`src/rtl/program_loader.sv`:
```
// Byte-stream program loader: count, HI/LO instruction pairs, checksum; one write per LO byte, one cycle later.
// Never back-pressures while loading; in_ready drops only once the load has finished (DONE or ERR).
module program_loader (
  input  logic       clk,
  input  logic       reset_n,
  input  logic       in_valid,
  input  logic [7:0] in_data,
  output logic       in_ready,
  output logic       prog_we,
  output logic [7:0] prog_addr,
  output logic [9:0] prog_wdata,
  output logic       cpu_run,
  output logic       load_done,
  output logic       load_error
);

  typedef enum logic [2:0] {
    S_IDLE = 3'd0,
    S_HI   = 3'd1,
    S_LO   = 3'd2,
    S_CSUM = 3'd3,
    S_DONE = 3'd4,
    S_ERR  = 3'd5
  } state_t;

  state_t     state;
  logic [7:0] addr_cnt;
  logic [8:0] remaining;
  logic [7:0] sum;
  logic [1:0] opcode;
  logic       accept;

  // in_ready comes straight from the state register so it never depends on in_valid.
  assign in_ready = (state == S_IDLE) || (state == S_HI) ||
                    (state == S_LO)   || (state == S_CSUM);
  assign accept   = in_valid && in_ready;

  always_ff @(posedge clk or negedge reset_n) begin
    if (!reset_n) begin
      state      <= S_IDLE;
      addr_cnt   <= 8'd0;
      remaining  <= 9'd0;
      sum        <= 8'd0;
      opcode     <= 2'd0;
      prog_we    <= 1'b0;
      prog_addr  <= 8'd0;
      prog_wdata <= 10'd0;
      cpu_run    <= 1'b0;
      load_done  <= 1'b0;
      load_error <= 1'b0;
    end else begin
      prog_we <= 1'b0;
      case (state)
        S_IDLE: begin
          if (accept) begin
            // A count of zero encodes a full 256-instruction image.
            remaining <= (in_data == 8'd0) ? 9'd256 : {1'b0, in_data};
            sum       <= in_data;
            state     <= S_HI;
          end
        end
        S_HI: begin
          if (accept) begin
            if (in_data[7:2] != 6'd0) begin
              state      <= S_ERR;
              load_error <= 1'b1;
              cpu_run    <= 1'b0;
            end else begin
              opcode <= in_data[1:0];
              sum    <= sum + in_data;
              state  <= S_LO;
            end
          end
        end
        S_LO: begin
          if (accept) begin
            prog_we    <= 1'b1;
            prog_wdata <= {opcode, in_data};
            prog_addr  <= addr_cnt;
            // Wraps 255 -> 0 on a full-depth load; no write follows the wrap.
            addr_cnt   <= addr_cnt + 8'd1;
            remaining  <= remaining - 9'd1;
            sum        <= sum + in_data;
            state      <= (remaining == 9'd1) ? S_CSUM : S_HI;
          end
        end
        S_CSUM: begin
          if (accept) begin
            if (in_data == sum) begin
              state     <= S_DONE;
              cpu_run   <= 1'b1;
              load_done <= 1'b1;
            end else begin
              state      <= S_ERR;
              load_error <= 1'b1;
              cpu_run    <= 1'b0;
            end
          end
        end
        S_DONE: state <= S_DONE;
        S_ERR:  state <= S_ERR;
        default: begin
          state      <= S_ERR;
          load_error <= 1'b1;
          cpu_run    <= 1'b0;
        end
      endcase
    end
  end

`ifndef SYNTHESIS
  a_done_err_excl: assert property (@(posedge clk) disable iff (!reset_n)
    !(load_done && load_error));
  a_we_after_lo: assert property (@(posedge clk) disable iff (!reset_n)
    prog_we |-> (state == S_HI || state == S_CSUM));
  a_run_only_done: assert property (@(posedge clk) disable iff (!reset_n)
    cpu_run |-> (state == S_DONE));
`endif

endmodule

```
`config.mk`:
```
export PLATFORM = sky130hd
export DESIGN_NAME = program_loader
export DESIGN_NICKNAME = d
export VERILOG_FILES = /design/src/rtl/program_loader.sv
export SDC_FILE = /design/constraint.sdc
export NUM_CORES = 1
export LEC_CHECK = 0
export ABC_AREA = 0
export CORE_ASPECT_RATIO = 1.25
export CORE_UTILIZATION = 33
export CTS_CLUSTER_DIAMETER = 150
export DETAILED_ROUTE_END_ITERATION = 7
export SYNTH_ARGS = -nofsm -noshare
export SYNTH_HDL_FRONTEND = slang
export SYNTH_SLANG_ARGS = --single-unit
```
`constraint.sdc`:
```
create_clock -name clk -period 1.7 [get_ports clk]
set_input_delay 0.425 -clock clk [delete_from_list [all_inputs] [get_ports clk]]
set_output_delay 0.425 -clock clk [all_outputs]
set_load 0.05 [all_outputs]
```
**Word level (Yosys, flattened, before mapping)**

Cells that the tools add are included.

- Bits in registers: 52
- Output and inout bits: 23
- Word-level logic and storage cells: 77

- Add/subtract/negate cells: 3
- Equal/unequal tests: 14
- Multiplexer cells: 29
- Bitwise gates (word level): 2
- Reduce and logical (&&, ||, !) cells: 18

Operators with widths:

| kind | count |
|---|---|
| 2-to-1 mux 8 bit | 4 |
| 2-to-1 mux 9 bit | 3 |
| case mux 8 bit (3 select lines) | 1 |
| case mux 9 bit (2 select lines) | 1 |
| 2-to-1 mux 3 bit | 5 |
| case mux 3 bit (5 select lines) | 1 |
| != test 2 bit (second input constant) | 6 |
| 2-to-1 mux 1 bit | 11 |
| AND reduction 5 bit | 2 |
| == test 9 x 1 -> 1 bit (second input constant) | 1 |
| AND reduction 3 bit | 3 |
| subtractor 9 x 1 -> 9 bit (second input constant) | 1 |
| adder 8 x 1 -> 8 bit (second input constant) | 1 |
| adder 8 bit | 1 |
| == test 8 bit | 1 |
| zero test 8 bit | 1 |
| AND reduction 4 bit | 2 |
| == test 3 x 2 -> 1 bit (second input constant) | 2 |
| == test 3 bit (second input constant) | 2 |
| case mux 1 bit (3 select lines) | 2 |
| nonzero test 6 bit | 1 |
| OR reduction 4 bit | 1 |
| == test 3 x 1 -> 1 bit (second input constant) | 1 |
| zero test 3 bit | 1 |
| 8 further kinds | 11 |

**Longest topological paths before layout**

Gate-level depths: netlist of the first run.

- Depth in word-level cells: 7
- Mapped depth: 8
- Gate-level depth less buffers: 8

**Worst setup path before layout of the first run**

Ideal clock, no wire load.

- Path kind: in2reg
- Start point: in in_data[4]
- End point: reg sum[7]
- Library setup time: 69 ps
- Arrival: 1742 ps
- Required time: 1631 ps
- Slack: -111 ps
- Stages on the path: 6
- Buffers on the path: 0
- Cell sequence: ha_1 -> a21oi_1 -> o21ai_0 -> or4bb_1 -> o2111a_1 -> nand3_1

- Longest elaborated chain between the ends: 4
- Elaborated cells on any way between the ends: 8
- Those cells by class: add/sub (1); eq/ne (1); mux (4); reduce/logical (2)

Ends and longest elaborated chain:

| item | line | RTL |
|---|---|---|
| start, declared | 7 | `input logic [7:0] in_data,` |
| adder 8 bit | 70, 83 |  |
| 2-to-1 mux 8 bit | 64 | `if (in_data[7:2] != 6'd0) begin` |
| 2-to-1 mux 8 bit | 63 | `if (accept) begin` |
| case mux 8 bit (3 select lines) | 53 | `case (state)` |
| end signal, assigned | 58 | `sum <= in_data;` |
| end signal, assigned | 70 | `sum <= sum + in_data;` |
| end signal, assigned | 83 | `sum <= sum + in_data;` |
| end, declared | 29 | `logic [7:0] sum;` |

Parallel ways exist; a longest one is shown, timed or not. The select of a mux whose other input is x is not followed.
A chain may end at the register's enable or synchronous reset.

**Final worst setup path of the first run**

- Start point: reg sum[5]
- End point: reg load_error

- Longest elaborated chain between the ends: 3

Ends and longest elaborated chain:

| item | line | RTL |
|---|---|---|
| == test 8 bit | 89 | `if (in_data == sum) begin` |
| != test 2 bit (no source line) | -- |  |
| AND reduction 5 bit (no source line) | -- |  |
| end signal, assigned | 66 | `load_error <= 1'b1;` |
| end signal, assigned | 95 | `load_error <= 1'b1;` |
| end signal, assigned | 104 | `load_error <= 1'b1;` |
| end, declared | 14 | `output logic load_error` |

No other way between the ends.

==> reports/qor.txt, run 1 <==
Rows - 37
Worst hold start - load_done$_DFFE_PN0P_
Max-Cap Viols - 0
DRT iter0 DRCs - 68
Global-route wire length before repair - 10900 um
Slew margin rel. - 77.0%
Ant diodes - 0
Via/cell ratio - 5.07
Clk slew on worst S/H paths - 0.11 ns
Pre-Repair DR Iteration Count - 6
Ys flop type - dfrtp_1
Failing checks - DRC, setup timing
Via count - 2298
Maximum clock rate - 569 MHz
Initial antenna violation count - 0
Worst r2r src - sum[5]$_DFFE_PN0P_
Chip Height - 104 um
Area of the multi-input gates - 1540 um^2
Latest clock arrival within the worst-skew pair - 0.31 ns
Die width - 83.9 um
Drt total wl - 6460 um
Hold Vio Cnt, Final - 0
Synth Register Bits - 52
Clock buffer depth - 2
Layout Skew - 0.00612 ns
Kind of critical path - flip-flop to flip-flop
Run status - complete, but fails checks
GRT Residual Overflow - 0
Number of global-route vias before repair - 2300
Crit share post-route - 103%
Per-cell routed wire length - 14.3 um
IO Pins - 34
Share of cells above drive strength 1 - 43.3%
Core Box Area - 8190 um^2
Largest net degree at the start of global routing - 42
Synth Net Count - 289
Crit end category - flip-flop
WHS Path Cells - 1
Final setup vio count - 2
Least-Margin Pin Slew - 0.342 ns
Final nets - 377
Peak supply drop - 0.397 mV
Sequential area share after synthesis - 47.0%
CTS Buf Count - 5
Layout Area Growth over Synthesis - 39.9%
CP arrival - 1.96 ns
TritonCTS clock tree - yes
Die ar. - 8760 um^2
Post-DP HPWL - 4910 um
Hold EP - load_done$_DFFE_PN0P_
Mapped cell area - 2770 um^2
Final worst setup slack - -0.0576 ns
Worst hold path type - flip-flop to flip-flop
IO Port Bufs - 33
Remaining DRCs - 9
RSZ-0062 raised after global routing - yes
Synth Warn # - 0
Synth unique cells - 48
Pleak - 0.00181 uW
Fin. max-slew vios - 0
Register Area - 1310 um^2
Initial core utilization - 33.8%
CP required - 1.90 ns
FF-to-FF End - load_error$_DFFE_PN0P_
Ys async rst share - 100%
Startpoint types - flip-flop
Critical Path Fanout Max - 2
Power per cell area - 692 nW/um^2
R2R cell count - 6
Worst hold margin - 0.473 ns
H-Tree Level Count - 2
Routability congestion estimate - 0.836
Setup TNS - -0.0634 ns
Filler cells - 769
# clock sinks - 52
Crit path time final - 1.76 ns
GRT Total Usage - 15.4%
Setup slack, reg-to-reg - -0.06 ns
Post-synth EDFFs - 0
Mapped Cells - 267
Routed Antenna Nets - 0
Synth Area per Inst - 10.4 um^2
Root Buffer - clkbuf_8
==> registers in the layout (all words and copies together), names as in the netlist <==
signal and cells:
prog_wdata 10, remaining 9, addr_cnt 8, prog_addr 8, sum 8, state 3
opcode 2, cpu_run 1, load_done 1, load_error 1, prog_we 1
==> worst max-delay path, stage by stage (launching register included) <==
cell and delay, ns:
dfrtp_1 0.43, ha_4 0.27, nor4_4 0.25, and3_4 0.23, nand3_2 0.07, nor2b_4 0.13
or2_2 0.27
==> worst max path at each step <==
| stage | from | to | slack (ns) | depth (start not counted) |
|---|---|---|---|---|
| 2_1_floorplan | state[2]$_DFFE_PN0P_ | sum[5]$_DFFE_PN0P_ | 0.003 | 6 |
| 3_3_place_gp | in_data[0] | sum[6]$_DFFE_PN0P_ | -0.62 | 9 |
| 3_5_place_dp | in_data[2] | load_error$_DFFE_PN0P_ | -0.66 | 7 |
| 4_1_cts | in_data[3] | load_error$_DFFE_PN0P_ | -0.07 | 7 |
| 5_1_grt | sum[5]$_DFFE_PN0P_ | load_error$_DFFE_PN0P_ | -0.1 | 6 |
| 6_report | sum[5]$_DFFE_PN0P_ | load_error$_DFFE_PN0P_ | -0.06 | 6 |
==> layout by cell type (no fill, tap or decap), types with 2 or more instances in the layout <==
| master | netlist | layout |
|---|---|---|
| nor4_1 | 4 | 2 |
| a21oi_1 | 20 | 16 |
| nor2_1 | 22 | 20 |
| nor2b_1 | 5 | 3 |
| dlygate4sd2_1 | 0 | 3 |
| nand2_2 | 1 | 2 |
| o22ai_2 | 0 | 2 |
| buf_12 | 0 | 5 |
| clkbuf_8 | 0 | 5 |
| dfrtp_1 | 52 | 48 |
| mux2_2 | 19 | 19 |
| ha_1 | 10 | 4 |
| a21oi_2 | 1 | 5 |
| o211ai_1 | 2 | 2 |
| nand3_1 | 9 | 8 |
| xnor2_1 | 8 | 8 |
| o22a_1 | 2 | 2 |
| buf_4 | 1 | 73 |
| dfrtp_2 | 0 | 4 |
| nor2_2 | 0 | 2 |
| o21ai_1 | 0 | 4 |
| mux2i_1 | 7 | 7 |
| or2_2 | 3 | 3 |
| buf_2 | 6 | 3 |
| nor3_1 | 6 | 4 |
| a31oi_1 | 2 | 2 |
| nand2_1 | 17 | 16 |
| nand2b_1 | 2 | 2 |
| ha_4 | 0 | 6 |
| nand4_1 | 4 | 4 |
| inv_1 | 12 | 11 |
| xor2_1 | 5 | 5 |
| nor3_2 | 0 | 2 |
| buf_6 | 2 | 3 |
| o21ai_0 | 19 | 15 |
| nor4_4 | 1 | 3 |
| clkbuf_2 | 0 | 3 |
| o21a_1 | 3 | 3 |
==> synthesized netlist by cell type (6+ instances only) <==
| cell type | count | area [um^2] |
|---|---|---|
| mux2i_1 | 7 | 70.1 |
| mux2_2 | 19 | 214 |
| nand3_1 | 9 | 45.0 |
| dfrtp_1 | 52 | 1300 |
| nand2_1 | 17 | 63.8 |
| ha_1 | 10 | 125 |
| nor3_1 | 6 | 30.0 |
| o21ai_0 | 19 | 95.1 |
| nor2_1 | 22 | 82.6 |
| xnor2_1 | 8 | 70.1 |
| inv_1 | 12 | 45.0 |
| a21oi_1 | 20 | 100 |
| buf_2 | 6 | 30.0 |
==> metrics by stage <==
| step | setup slack (ns) | util [%] | cell area [um^2] | power, uW | instances |
|---|---|---|---|---|---|
| final | -0.0576 | 47.3 | 3870 | 2680 | 453 |
| after detailed placement | -0.664 | 44.3 | 3630 | 1870 | 438 |
| after global placement | -0.625 | 44.3 | 3630 | 1860 | 438 |
| after global routing | -0.0979 | 47.3 | 3870 | 2820 | 453 |
| after CTS | -0.0650 | 45.9 | 3760 | 2660 | 447 |
| after floorplan | 0.00278 | - | 2840 | 1640 | 267 |
==> layout make-up <==
type,instances,area share [%]
Timing Repair Buffer,92,19.6
Sequential cell,52,33.7
Clock inverter,3,0.711
Tap cell,97,3.13
Inverter,12,1.16
Clock buffer,5,1.78
Multi-Input combinational cell,192,39.8
==> power by group <==
part / leakage, uW / internal, uW / switching (uW)
Combinational: 0.00108 / 277 / 274
Sequential: 0.000685 / 1290 / 70.6
Clock: 0.0000463 / 304 / 464
==> what timing repair did <==
action,CTS,global route
endpoints found under the hold margin,1,0
pin swaps,4,15
endpoints found under the setup margin,20,17
setup buffers,0,6
hold buffers,1,0
gates resized for setup,20,33
==> logic make-up (layout without fill, tap and decap cells) <==
family | count (synthesis) | count (layout) | synth area share, %
multiplexers | 27 | 27 | 10.8
AO/OA/AOI/OAI | 60 | 60 | 13.5
adder cells (fa/ha/maj) | 11 | 11 | 5.24
buffers and inverters | 23 | 112 | 4.07
AND/OR/NAND/NOR | 81 | 81 | 15.3
flip-flops | 52 | 52 | 47.0
XOR/XNOR | 13 | 13 | 4.11
==> per-layer routing <==
metal / global-route usage (%) / share of wire [%] / vias up
met4: 4.31 / 1.7 / 0
met2: 27.5 / 51 / 36
met3: 1.98 / 2.4 / 9
met1: 19.4 / 45 / 1128
li1: - / - / 1125
met5: 0 / 0 / -
No activity file was read; power rests on OpenSTA's default activity.
==> run 2: changes to the inputs <==
--- a/config.mk
+++ b/config.mk
@@ -6,6 +6,7 @@
 export NUM_CORES = 1
 export LEC_CHECK = 0
 export ABC_AREA = 0
+export ABC_CLOCK_PERIOD_IN_PS = 1700
 export CORE_ASPECT_RATIO = 1.25
 export CORE_UTILIZATION = 33
 export CTS_CLUSTER_DIAMETER = 150
==> results of run 2 <==
Same layout as run 1: the final DEF is identical, and so are final timing and power.
==> run 3: changes to the inputs <==
--- a/config.mk
+++ b/config.mk
@@ -8,9 +8,12 @@
 export ABC_AREA = 0
 export ABC_CLOCK_PERIOD_IN_PS = 1700
 export CORE_ASPECT_RATIO = 1.25
+export CORE_MARGIN = 2
 export CORE_UTILIZATION = 33
 export CTS_CLUSTER_DIAMETER = 150
 export DETAILED_ROUTE_END_ITERATION = 7
+export DONT_BUFFER_PORTS = 1
+export SKIP_LAST_GASP = 1
 export SYNTH_ARGS = -nofsm -noshare
 export SYNTH_HDL_FRONTEND = slang
 export SYNTH_SLANG_ARGS = --single-unit
==> reports/qor.txt, run 3 (same netlist as run 1, synthesis figures left out) <==
Design Area, Final - 3450 um^2 (-11%)
Pleak - 0.00152 uW (-16%)
CP required - 1.90 ns (about the same)
Worst hold margin - 0.200 ns (-0.273 ns)
Maximum clock rate - 596 MHz (+4.7%)
Filler cells - 786 (+2.2%)
Ant diodes - 0 (unchanged)
Layout Skew - 0.00887 ns (+0.00275 ns)
Share of cells above drive strength 1 - 33.3% (-9.9 points)
Rows - 37 (unchanged)
Die width - 85.9 um (+2.4%)
Slew margin rel. - 66.1% (-11 points)
Via count - 2072 (-9.8%)
Per-cell routed wire length - 15.2 um (+6.5%)
Initial core utilization - 33.8% (unchanged)
GRT Total Usage - 14.3% (-1.1 points)
Setup slack, reg-to-reg - 0.02 ns (+0.08 ns)
Final Util - 42.1% (-5.2 points)
CP Capture Point - load_error$_DFFE_PN0P_
Least-Margin Pin Slew - 0.508 ns (+0.166 ns)
Chip Height - 106 um (+1.9%)
CTS Buf Count - 5 (unchanged)
Run status - complete, no violations
Number of global-route vias before repair - 2129 (-7.4%)
Layout Area Growth over Synthesis - 24.6%
Largest net degree at the start of global routing - 53 (+26%)
Remaining DRCs - 0 (-9)
CP Launch Point - sum[0]$_DFFE_PN0P_
Startpoint types - flip-flop
Final setup vio count - 0 (-2)
Final nets - 324 (-14%)
Worst r2r src - sum[0]$_DFFE_PN0P_
Clock buffer depth - 2 (unchanged)
Setup slack after placement - -0.107 ns (+0.557 ns)
Pre-Repair DR Iteration Count - 4 (-2)
Root Buffer - clkbuf_8
Routed Antenna Nets - 0 (unchanged)
IO Port Bufs - 0 (-100%)
CP arrival - 1.88 ns (-0.08 ns)
GRT Residual Overflow - 0 (unchanged)
Hold Vio Cnt, Final - 0 (unchanged)
DP Area - 3190 um^2 (-12%)
H-Tree Level Count - 2 (unchanged)
Initial antenna violation count - 0 (unchanged)
Most frequent cells in the layout - 50 x dfrtp_1, 35 x buf_4, 21 x nor2_1
Fin. max-slew vios - 0 (unchanged)
Biggest registers after layout - prog_wdata x10, remaining x9
Die ar. - 9140 um^2 (+4.3%)
Via/cell ratio - 5.18 (+2.1%)
Clk slew on worst S/H paths - 0.11 ns (about the same)
DRT iter0 DRCs - 76 (+12%)
R2R cell count - 6 (unchanged)
Core Box Area - 8190 um^2 (unchanged)
Drt total wl - 6080 um (-6.0%)
Critical Path Fanout Max - 2 (unchanged)
FF-to-FF End - load_error$_DFFE_PN0P_
Flip-flop count of the largest register after layout - 10 (unchanged)
# clock sinks - 52 (unchanged)
Routability congestion estimate - 0.857 (+2.5%)
Register Area - 1300 um^2 (-0.19%)
Crit end category - flip-flop
Commonest non-fill, non-tap cell in the layout - dfrtp_1
Kind of critical path - flip-flop to flip-flop
RSZ-0062 raised after global routing - yes
IO Pins - 34 (unchanged)
Crit share post-route - 98.7% (-4.7 points)
Crit path time final - 1.68 ns (-0.0795 ns)
Worst hold path type - input port to flip-flop
Final worst setup slack - 0.0220 ns (+0.0795 ns)
Max-Cap Viols - 0 (unchanged)
Largest Register - prog_wdata
Area of the multi-input gates - 1550 um^2 (+0.16%)
TritonCTS clock tree - yes
Power per cell area - 752 nW/um^2 (+8.8%)
Global-route wire length before repair - 10500 um (-4.0%)
Post-DP HPWL - 4460 um (-9.0%)
Latest clock arrival within the worst-skew pair - 0.31 ns (about the same)
Peak supply drop - 0.445 mV (+12%)
## run 3: changes by cell type in the layout (fill, tap and decap cells not counted), sizes merged
cell and delta:
buf -46, clkbuf -3, dlygate4sd2 -3, clkinv -1, dlymetal6s2s -1, inv +1
## run 3: final cells by class
| class | count | share of cell area [%] |
|---|---|---|
| multi-input combinational | 192 | 44.8 |
| inverter | 12 | 1.31 |
| clock inverter | 3 | 0.725 |
| sequential | 52 | 37.8 |
| tap | 97 | 3.52 |
| clock buffer | 5 | 1.99 |
| timing repair buffer | 39 | 9.87 |
## run 3: stage by stage
step                      total power [uW]  std cells  TNS (ns)
after floorplan                       1640        267         0
after global placement                1740        386    -0.140
after detailed placement              1750        386    -0.274
after CTS                             2610        398   -0.0127
after global routing                  2750        400    -0.492
final                                 2600        400         0
## run 3: worst min-delay path by stage
| stage | start | endpoint | slack, ns | depth (start not counted) |
|---|---|---|---|---|
| 2_1_floorplan | reset_n | addr_cnt[0]$_DFFE_PN0P_ | 0.13 | 0 |
| 3_3_place_gp | reset_n | prog_wdata[7]$_DFFE_PN0P_ | 0.13 | 0 |
| 3_5_place_dp | reset_n | prog_wdata[7]$_DFFE_PN0P_ | 0.13 | 0 |
| 4_1_cts | in_valid | state[1]$_DFFE_PN0P_ | 0.19 | 1 |
| 5_1_grt | in_valid | state[1]$_DFFE_PN0P_ | 0.19 | 1 |
| 6_report | in_valid | state[1]$_DFFE_PN0P_ | 0.20 | 1 |
## run 3: routing by layer
layer  global-route usage (%)  part of all wire [%]  vias to the layer above
met5                        0                     0                        -
met4                     4.20                   1.1                        0
met3                     3.18                   4.1                        6
met2                     24.2                    51                       38
met1                     18.0                    44                     1001
li1                         -                     -                     1027
## run 3: worst max-delay path: stages (launching register included)
cell	delay (ns)
dfrtp_1	0.42
ha_4	0.24
nor4_4	0.27
and3_4	0.22
nand3_2	0.06
nor2b_1	0.14
or2_4	0.22
## run 3: power by group
part	leakage, uW	switching, uW	internal, uW
logic	0.000785	228	247
clock network	0.0000452	460	302
registers	0.000686	71.6	1290
## run 3: repair_timing
item,CTS,global route
pin swaps,7,10
buffers inserted,2,2
endpoints found under the setup margin,5,31
hold buffers,2,0
endpoints found under the hold margin,52,0
gates resized for setup,10,15
